$ cat config.mk
export PLATFORM = sky130hd
export DESIGN_NAME = fp_add_normalize_round
export DESIGN_NICKNAME = d
export VERILOG_FILES = /design/src/rtl/fp_add_pkg.sv /design/src/rtl/fp_add_normalize_round_lzc24.sv /design/src/rtl/fp_add_normalize_round.sv
export SDC_FILE = /design/constraint.sdc
export NUM_CORES = 1
export LEC_CHECK = 0
export BUFFER_PORTS_ARGS = -buffer_cell sky130_fd_sc_hd__buf_2
export CORE_ASPECT_RATIO = 0.5
export CORE_MARGIN = 2
export CORE_UTILIZATION = 50
export CTS_CLUSTER_SIZE = 10
export DETAILED_ROUTE_END_ITERATION = 6
export PLACE_DENSITY = 0.69
export SETUP_SLACK_MARGIN = 0.02
export SKIP_CTS_REPAIR_TIMING = 1
export SLEW_MARGIN = 30
export SYNTH_ARGS = -nofsm -noshare
export SYNTH_HDL_FRONTEND = slang
export SYNTH_SLANG_ARGS = --single-unit
$ cat constraint.sdc
create_clock -name clk -period 19.71 [get_ports clk]
set_input_delay 1.971 -clock clk [delete_from_list [all_inputs] [get_ports clk]]
set_output_delay 1.971 -clock clk [all_outputs]
set_load 0.1 [all_outputs]
$ cat src/rtl/fp_add_pkg.sv
// Shared definitions for the floating-point adder datapath.
package fp_add_pkg;

  localparam int EXP_W   = 8;
  localparam int FRAC_W  = 23;
  localparam int MANT_W  = 25;
  localparam int EXP_MAX = 255;

  // Bit positions inside the {overflow, underflow, inexact} flag vector.
  localparam int FLAG_OVF = 2;
  localparam int FLAG_UNF = 1;
  localparam int FLAG_INX = 0;

  // Classification of a raw sum before normalisation.
  typedef enum logic [1:0] {
    CLS_ZERO  = 2'd0,
    CLS_CARRY = 2'd1,
    CLS_NORM  = 2'd2,
    CLS_UFLOW = 2'd3
  } fp_class_e;

  // Shared 25-bit logarithmic left shifter, zero-filled.
  function automatic logic [MANT_W-1:0] barrelLeft(input logic [MANT_W-1:0] x,
                                                   input logic [4:0]        sh);
    logic [MANT_W-1:0] v;
    v = x;
    if (sh[0]) v = v << 1;
    if (sh[1]) v = v << 2;
    if (sh[2]) v = v << 4;
    if (sh[3]) v = v << 8;
    if (sh[4]) v = v << 16;
    return v;
  endfunction

endpackage

$ cat src/rtl/fp_add_normalize_round_lzc24.sv
// Combinational 24-bit leading-zero counter; all-zero input gives 24.
module lzc24 (
  input  logic [23:0] din,
  output logic [4:0]  count
);

  // Scan upward so the most significant set bit has the final say.
  always_comb begin
    count = 5'd24;
    for (int i = 0; i < 24; i++) begin
      if (din[i]) count = 5'(23 - i);
    end
  end

endmodule

$ cat src/rtl/fp_add_normalize_round.sv
// Post-add normalise/round/pack stage of the FP32 adder, two pipeline stages.
//
// Handshake: a beat moves on in_valid & in_ready; a result moves on
// out_valid & out_ready. Both stages advance together when en = ~out_valid |
// out_ready, so in_ready = en and a stalled result holds every register.
module fp_add_normalize_round #(
  parameter int EXP_W  = fp_add_pkg::EXP_W,
  parameter int FRAC_W = fp_add_pkg::FRAC_W
) (
  input  logic              clk,
  input  logic              rst_n,
  input  logic              in_valid,
  output logic              in_ready,
  input  logic              in_sign,
  input  logic [EXP_W-1:0]  in_exp,
  input  logic [FRAC_W+1:0] in_mant,
  input  logic [2:0]        in_grs,
  output logic              out_valid,
  input  logic              out_ready,
  output logic              out_sign,
  output logic [EXP_W-1:0]  out_exp,
  output logic [FRAC_W-1:0] out_frac,
  output logic [2:0]        out_flags
);
  import fp_add_pkg::*;

  localparam int MW = FRAC_W + 2;

  logic              en;
  logic [4:0]        lz_in;
  fp_class_e         cls_in;

  logic              s1_valid;
  logic              s1_sign;
  logic [EXP_W-1:0]  s1_exp;
  logic [MW-1:0]     s1_mant;
  logic [2:0]        s1_grs;
  fp_class_e         s1_cls;
  logic [4:0]        s1_lz;

  logic [MW-1:0]     shifted;
  logic [MW-1:0]     r_ins;
  logic [FRAC_W:0]   m;
  logic              g_bit, r_bit, s_bit;
  logic [EXP_W:0]    e;
  logic              round_up;
  logic [MW-1:0]     m_r;
  logic [EXP_W:0]    e_r;
  logic              inexact;
  logic [EXP_W-1:0]  nxt_exp;
  logic [FRAC_W-1:0] nxt_frac;
  logic [2:0]        nxt_flags;

  assign en       = ~out_valid | out_ready;
  assign in_ready = en;

  lzc24 u_lzc (
    .din   (in_mant[FRAC_W:0]),
    .count (lz_in)
  );

  // Classify the incoming sum; a zero mantissa with live guard bits cannot be normalised.
  always_comb begin
    cls_in = CLS_NORM;
    if (in_mant[MW-1])
      cls_in = CLS_CARRY;
    else if (in_mant == '0 && in_grs == 3'b000)
      cls_in = CLS_ZERO;
    else if (in_mant[FRAC_W:0] == '0 || in_exp <= EXP_W'(lz_in))
      cls_in = CLS_UFLOW;
  end

  // Stage 1 register: raw beat plus its class and leading-zero count.
  always_ff @(posedge clk or negedge rst_n) begin
    if (!rst_n) begin
      s1_valid <= 1'b0;
      s1_sign  <= 1'b0;
      s1_exp   <= '0;
      s1_mant  <= '0;
      s1_grs   <= '0;
      s1_cls   <= CLS_ZERO;
      s1_lz    <= '0;
    end else if (en) begin
      s1_valid <= in_valid;
      if (in_valid) begin
        s1_sign <= in_sign;
        s1_exp  <= in_exp;
        s1_mant <= in_mant;
        s1_grs  <= in_grs;
        s1_cls  <= cls_in;
        s1_lz   <= lz_in;
      end
    end
  end

  // Normalise, round to nearest-even and pack the result fields.
  always_comb begin
    // Left shift of {mant, g, r}: barrelLeft moves {mant, g}, r lands at lz-1.
    shifted = barrelLeft({s1_mant[FRAC_W:0], s1_grs[2]}, s1_lz);
    r_ins   = '0;
    if (s1_lz != 5'd0) r_ins = MW'(s1_grs[1]) << (s1_lz - 5'd1);
    shifted = shifted | r_ins;

    if (s1_cls == CLS_CARRY) begin
      m     = s1_mant[MW-1:1];
      g_bit = s1_mant[0];
      r_bit = s1_grs[2];
      s_bit = s1_grs[1] | s1_grs[0];
      e     = {1'b0, s1_exp} + (EXP_W+1)'(1);
    end else begin
      m     = shifted[MW-1:1];
      g_bit = shifted[0];
      r_bit = (s1_lz == 5'd0) ? s1_grs[1] : 1'b0;
      s_bit = s1_grs[0];
      e     = {1'b0, s1_exp} - (EXP_W+1)'(s1_lz);
    end

    round_up = g_bit & (r_bit | s_bit | m[0]);
    m_r      = {1'b0, m} + MW'(round_up);
    e_r      = e + (EXP_W+1)'(m_r[MW-1]);
    inexact  = g_bit | r_bit | s_bit;

    nxt_exp   = '0;
    nxt_frac  = '0;
    nxt_flags = '0;
    case (s1_cls)
      CLS_ZERO: ;
      CLS_UFLOW: begin
        nxt_flags[FLAG_UNF] = 1'b1;
        nxt_flags[FLAG_INX] = |s1_grs;
      end
      default: begin
        if (e_r >= (EXP_W+1)'(EXP_MAX)) begin
          nxt_exp             = EXP_W'(EXP_MAX);
          nxt_flags[FLAG_OVF] = 1'b1;
        end else begin
          nxt_exp  = e_r[EXP_W-1:0];
          nxt_frac = m_r[MW-1] ? m_r[FRAC_W:1] : m_r[FRAC_W-1:0];
        end
        nxt_flags[FLAG_INX] = inexact;
      end
    endcase
  end

  // Stage 2 register: packed result held until downstream accepts it.
  always_ff @(posedge clk or negedge rst_n) begin
    if (!rst_n) begin
      out_valid <= 1'b0;
      out_sign  <= 1'b0;
      out_exp   <= '0;
      out_frac  <= '0;
      out_flags <= '0;
    end else if (en) begin
      out_valid <= s1_valid;
      if (s1_valid) begin
        out_sign  <= s1_sign;
        out_exp   <= nxt_exp;
        out_frac  <= nxt_frac;
        out_flags <= nxt_flags;
      end
    end
  end

endmodule

==> run summary <==
RUN STATUS
-----------------------------------------------------------------------------------------------------
Status                                                                                   complete, but fails checks
Violations in the final reports                                                          design-rule violations

YOSYS
-----------------------------------------------------------------------------------------------------
Number of warnings issued by yosys                                                                  0
Ys flop type                                                                                  dfrtp_1
Area share of xor/xnor cells in the synthesized design                                         4.724%
Synth Area in Simple Gates                                                                     24.00%
Combinational family with the most area after synthesis                                  simple AND/OR/NAND/NOR gates
Post-synthesis cell type with the largest combined area                                       dfrtp_1
Library cells used by synthesis                                                                    86
Compound-Gate Fraction of Synth Area                                                           19.84%
Async set-or-reset flop fraction in the synthesized netlist                                    100.0%
Post-synthesis mux area share                                                                  11.02%
Main area contributors after synthesis                                                   dfrtp_1 (30%), nand2_1 (9.5%), mux4_2 (6.1%)
Mean area per synthesized cell                                                             8.480 um^2
Share of the yosys chip area belonging to registers                                            30.37%
Post-synthesis share of cell area spent on full adders, half adders and majority gates         4.237%
Summed instance area of the synthesized netlist                                             6674 um^2
Number of enable flip-flop cells after synthesis                                                    0
Post-synthesis sequential element count                                                            81
Syn Inst Count                                                                                    787
Net count after synthesis                                                                         850
Area share of the leading cell type in the synthesized netlist                                 30.37%

CRITICAL PATH
-----------------------------------------------------------------------------------------------------
Cell type with the highest occurrence count on the critical path                                 ha_1
Worst Path Max Fanout                                                                              22
Worst setup path category                                                                  reg -> reg
Worst path max stage delay                                                                    0.70 ns
WP data required                                                                             19.93 ns
Element type at the critical path start                                                     flip-flop
Cell with the largest stage delay on the worst path                                             or4_1
Data arrival at the endpoint of the critical path                                             7.70 ns
Capturing element type of the critical path                                                 flip-flop

DETAILED ROUTING
-----------------------------------------------------------------------------------------------------
Vias after detailed routing                                                                      6240
Vias per Instance                                                                               6.166
Antenna Nets Post-Route                                                                             0
Count of unresolved DRC violations after routing                                                    7
Routed length on met3                                                                         2237 um
Detailed route wirelength on metal2                                                           7802 um
Pre-Repair DR Iteration Count                                                                       7
Routed length per placed instance                                                            20.97 um
Top Layer Used                                                                                   met4
M1 WL                                                                                        10940 um
DR iter-0 viols                                                                                   762
Total detailed-routing wirelength                                                            21220 um

CTS
-----------------------------------------------------------------------------------------------------
Clock net sink count                                                                               81
Clk pin slew, worst setup/hold paths                                                          0.06 ns
Buffer cell driving the clock tree root                                                     clkbuf_16
CTS Buf Count                                                                                       9
Number of H-tree branching levels                                                                   3
Max Buffers Root-to-Sink                                                                            2
Worst-Skew Late Latency                                                                       0.34 ns
TritonCTS clock tree                                                                              yes

FLOORPLANNING
-----------------------------------------------------------------------------------------------------
Placeable Area                                                                             12840 um^2
Count of standard-cell rows                                                                        29
Initial standard-cell utilization of the core                                                  51.96%
Die footprint                                                                              14340 um^2
Horiz. Die Dim                                                                               167.4 um
Height of the die                                                                            85.70 um
I/O pin total                                                                                      78

GLOBAL ROUTE
-----------------------------------------------------------------------------------------------------
Largest net degree at the start of global routing                                                  58
All-Layer GR Usage                                                                             30.56%
GRT overflow                                                                                        0
Global-route wire length before repair                                                       33450 um
Initial antenna violation count                                                                     0
Vias in the first global route                                                                   5759

POWER
-----------------------------------------------------------------------------------------------------
Leakage dissipation                                                                          3.296 nW
Peak VDD IR                                                                                0.05437 mV
PD cells                                                                                 143.0 nW/um^2

TIMING
-----------------------------------------------------------------------------------------------------
Setup repair after global routing missed its margin                                                no
Min Hold Slack                                                                              0.4618 ns
Number of max-slew violations in the final report                                                   0
Maximum operating frequency                                                                 133.8 MHz
Tightest slew margin relative to the limit                                                     43.77%
Final setup vio count                                                                               0
Period minus WS final                                                                        7.477 ns
Portion of the clock cycle consumed by the worst path in the final layout                      37.93%
Number of hold-slack violations in the final timing report                                          0
Skew final                                                                                0.005734 ns
Setup_tns                                                                                        0 ns
Least-Margin Pin Slew                                                                       0.8408 ns

CELLS AND AREA
-----------------------------------------------------------------------------------------------------
Growth of design area from synthesis to finish                                                 10.44%
Total inserted antenna cells                                                                        0
Final cell area excluding filler cells                                                      7371 um^2
Layout cell share with drive strength beyond 1                                                 18.41%
Core occupancy in the finished layout                                                          57.38%
Number of nets at the end of the flow                                                             900

HOLD PATH
-----------------------------------------------------------------------------------------------------
Path class of the lowest-slack min-delay path                                              reg -> reg

PLACE
-----------------------------------------------------------------------------------------------------
DPL Wire Length                                                                              16030 um
Port Buffers                                                                                       77
Routability congestion estimate from global placement                                          0.9784
Post-detailed-placement cell area                                                           7068 um^2

RUN
-----------------------------------------------------------------------------------------------------
Number of max-cap violations                                                                        0

## kinds of logic after synthesis
family          after synthesis
simple gates                332
compound gates              190
flops                        81
buf+inv                      76
mux                          50
xor+xnor                     36
fa+ha+maj                    22
## cell usage in the layout, fill, tap and decap left out, drive strengths merged, types with 4 or more instances in the layout
master and count:
a211oi 9, nand3 12, o31a 4, nor2 40
nand2 169, o22ai 7, clkbuf 12, buf 87
o21ai 48, nor2b 9, or4 6, mux2 8
a2111oi 6, inv 26, a31oi 12, and3 4
xnor2 25, a221oi 5, a22oi 5, a21o 8
and2 7, dfrtp 81, a221o 9, nand2b 8
xor2 11, nand4 6, ha 21, or2 7
a21oi 30, o32ai 4, mux2i 24, mux4 18
nor3 28, nor4 20, o31ai 10
## power by group
part	switching, mW	leakage [nW]	total, mW	internal, mW
clock	0.0710	0.135	0.173	0.102
sequential	0.0410	1.03	0.252	0.211
combinational	0.467	2.13	0.629	0.162
total	0.579	3.30	1.05	0.475
## path summary, 6_finish.rpt
| path | startpoint | end | slack, ns | cells after the start |
|---|---|---|---|---|
| max reg2reg | s1_lz[1]$_DFFE_PN0P_ | out_frac[10]$_DFFE_PN0P_ | 12.23 | 28 |
| min | out_exp[4]$_DFFE_PN0P_ | out_exp[4]$_DFFE_PN0P_ | 0.46 | 2 |
| max in group asynchronous | rst_n | out_frac[5]$_DFFE_PN0P_ | 17.16 | 2 |
| min in group asynchronous | rst_n | out_valid$_DFFE_PN0N_ | 1.57 | 1 |
| min reg2reg | out_exp[4]$_DFFE_PN0P_ | out_exp[4]$_DFFE_PN0P_ | 0.46 | 2 |
| max | s1_lz[1]$_DFFE_PN0P_ | out_frac[10]$_DFFE_PN0P_ | 12.23 | 28 |
## per-stage QoR
stage                     worst slack (ns)  instances  total power, mW
final                                12.23       1012            1.054
after global routing                 11.46       1012            1.105
after CTS                            12.09       1012            1.047
after detailed placement             12.13        996           0.8723
after global placement               12.39        996           0.8668
after floorplan                      12.89        787           0.7477
## synth_stat cells, drive strengths merged, types with 18 or more instances
cell,instances
dfrtp,81
xnor2,25
inv,26
nor3,28
a21oi,30
o21ai,48
ha,21
mux2i,24
clkbuf,26
nor2,40
mux4,18
buf,22
nor4,20
nand2,169
## registers in the layout, indices dropped and copies added (netlist names)
register / count
s1_lz: 5
s1_grs: 3
out_frac: 23
s1_mant: 25
s1_cls: 2
out_sign: 1
out_valid: 1
s1_sign: 1
s1_exp: 8
s1_valid: 1
out_exp: 8
out_flags: 3
## worst max-delay path: cells and delay by family (launching register included)
| kind | cells | cell delay, ns |
|---|---|---|
| mux | 1 | 0.22 |
| compound gates | 4 | 1.18 |
| simple gates | 14 | 3.62 |
| flops | 1 | 0.32 |
| buf+inv | 3 | 0.66 |
| fa+ha+maj | 6 | 1.36 |
## area by class of cell
class	instances	area, um^2
Fill cell	1249	5474
Tap cell	170	212.7
Clock inverter	4	52.55
Inverter	28	105.1
Sequential cell	81	2028
Multi-Input combinational cell	630	4263
Clock buffer	12	246.5
Timing Repair Buffer	87	462.9
## layer usage
metal | global-route usage (%) | up-vias
met5 | 0 | -
met4 | 6.087 | 0
met3 | 10.01 | 20
met2 | 40.25 | 291
met1 | 47.83 | 2931
li1 | - | 2998
Power figures use the tool's default switching activity.
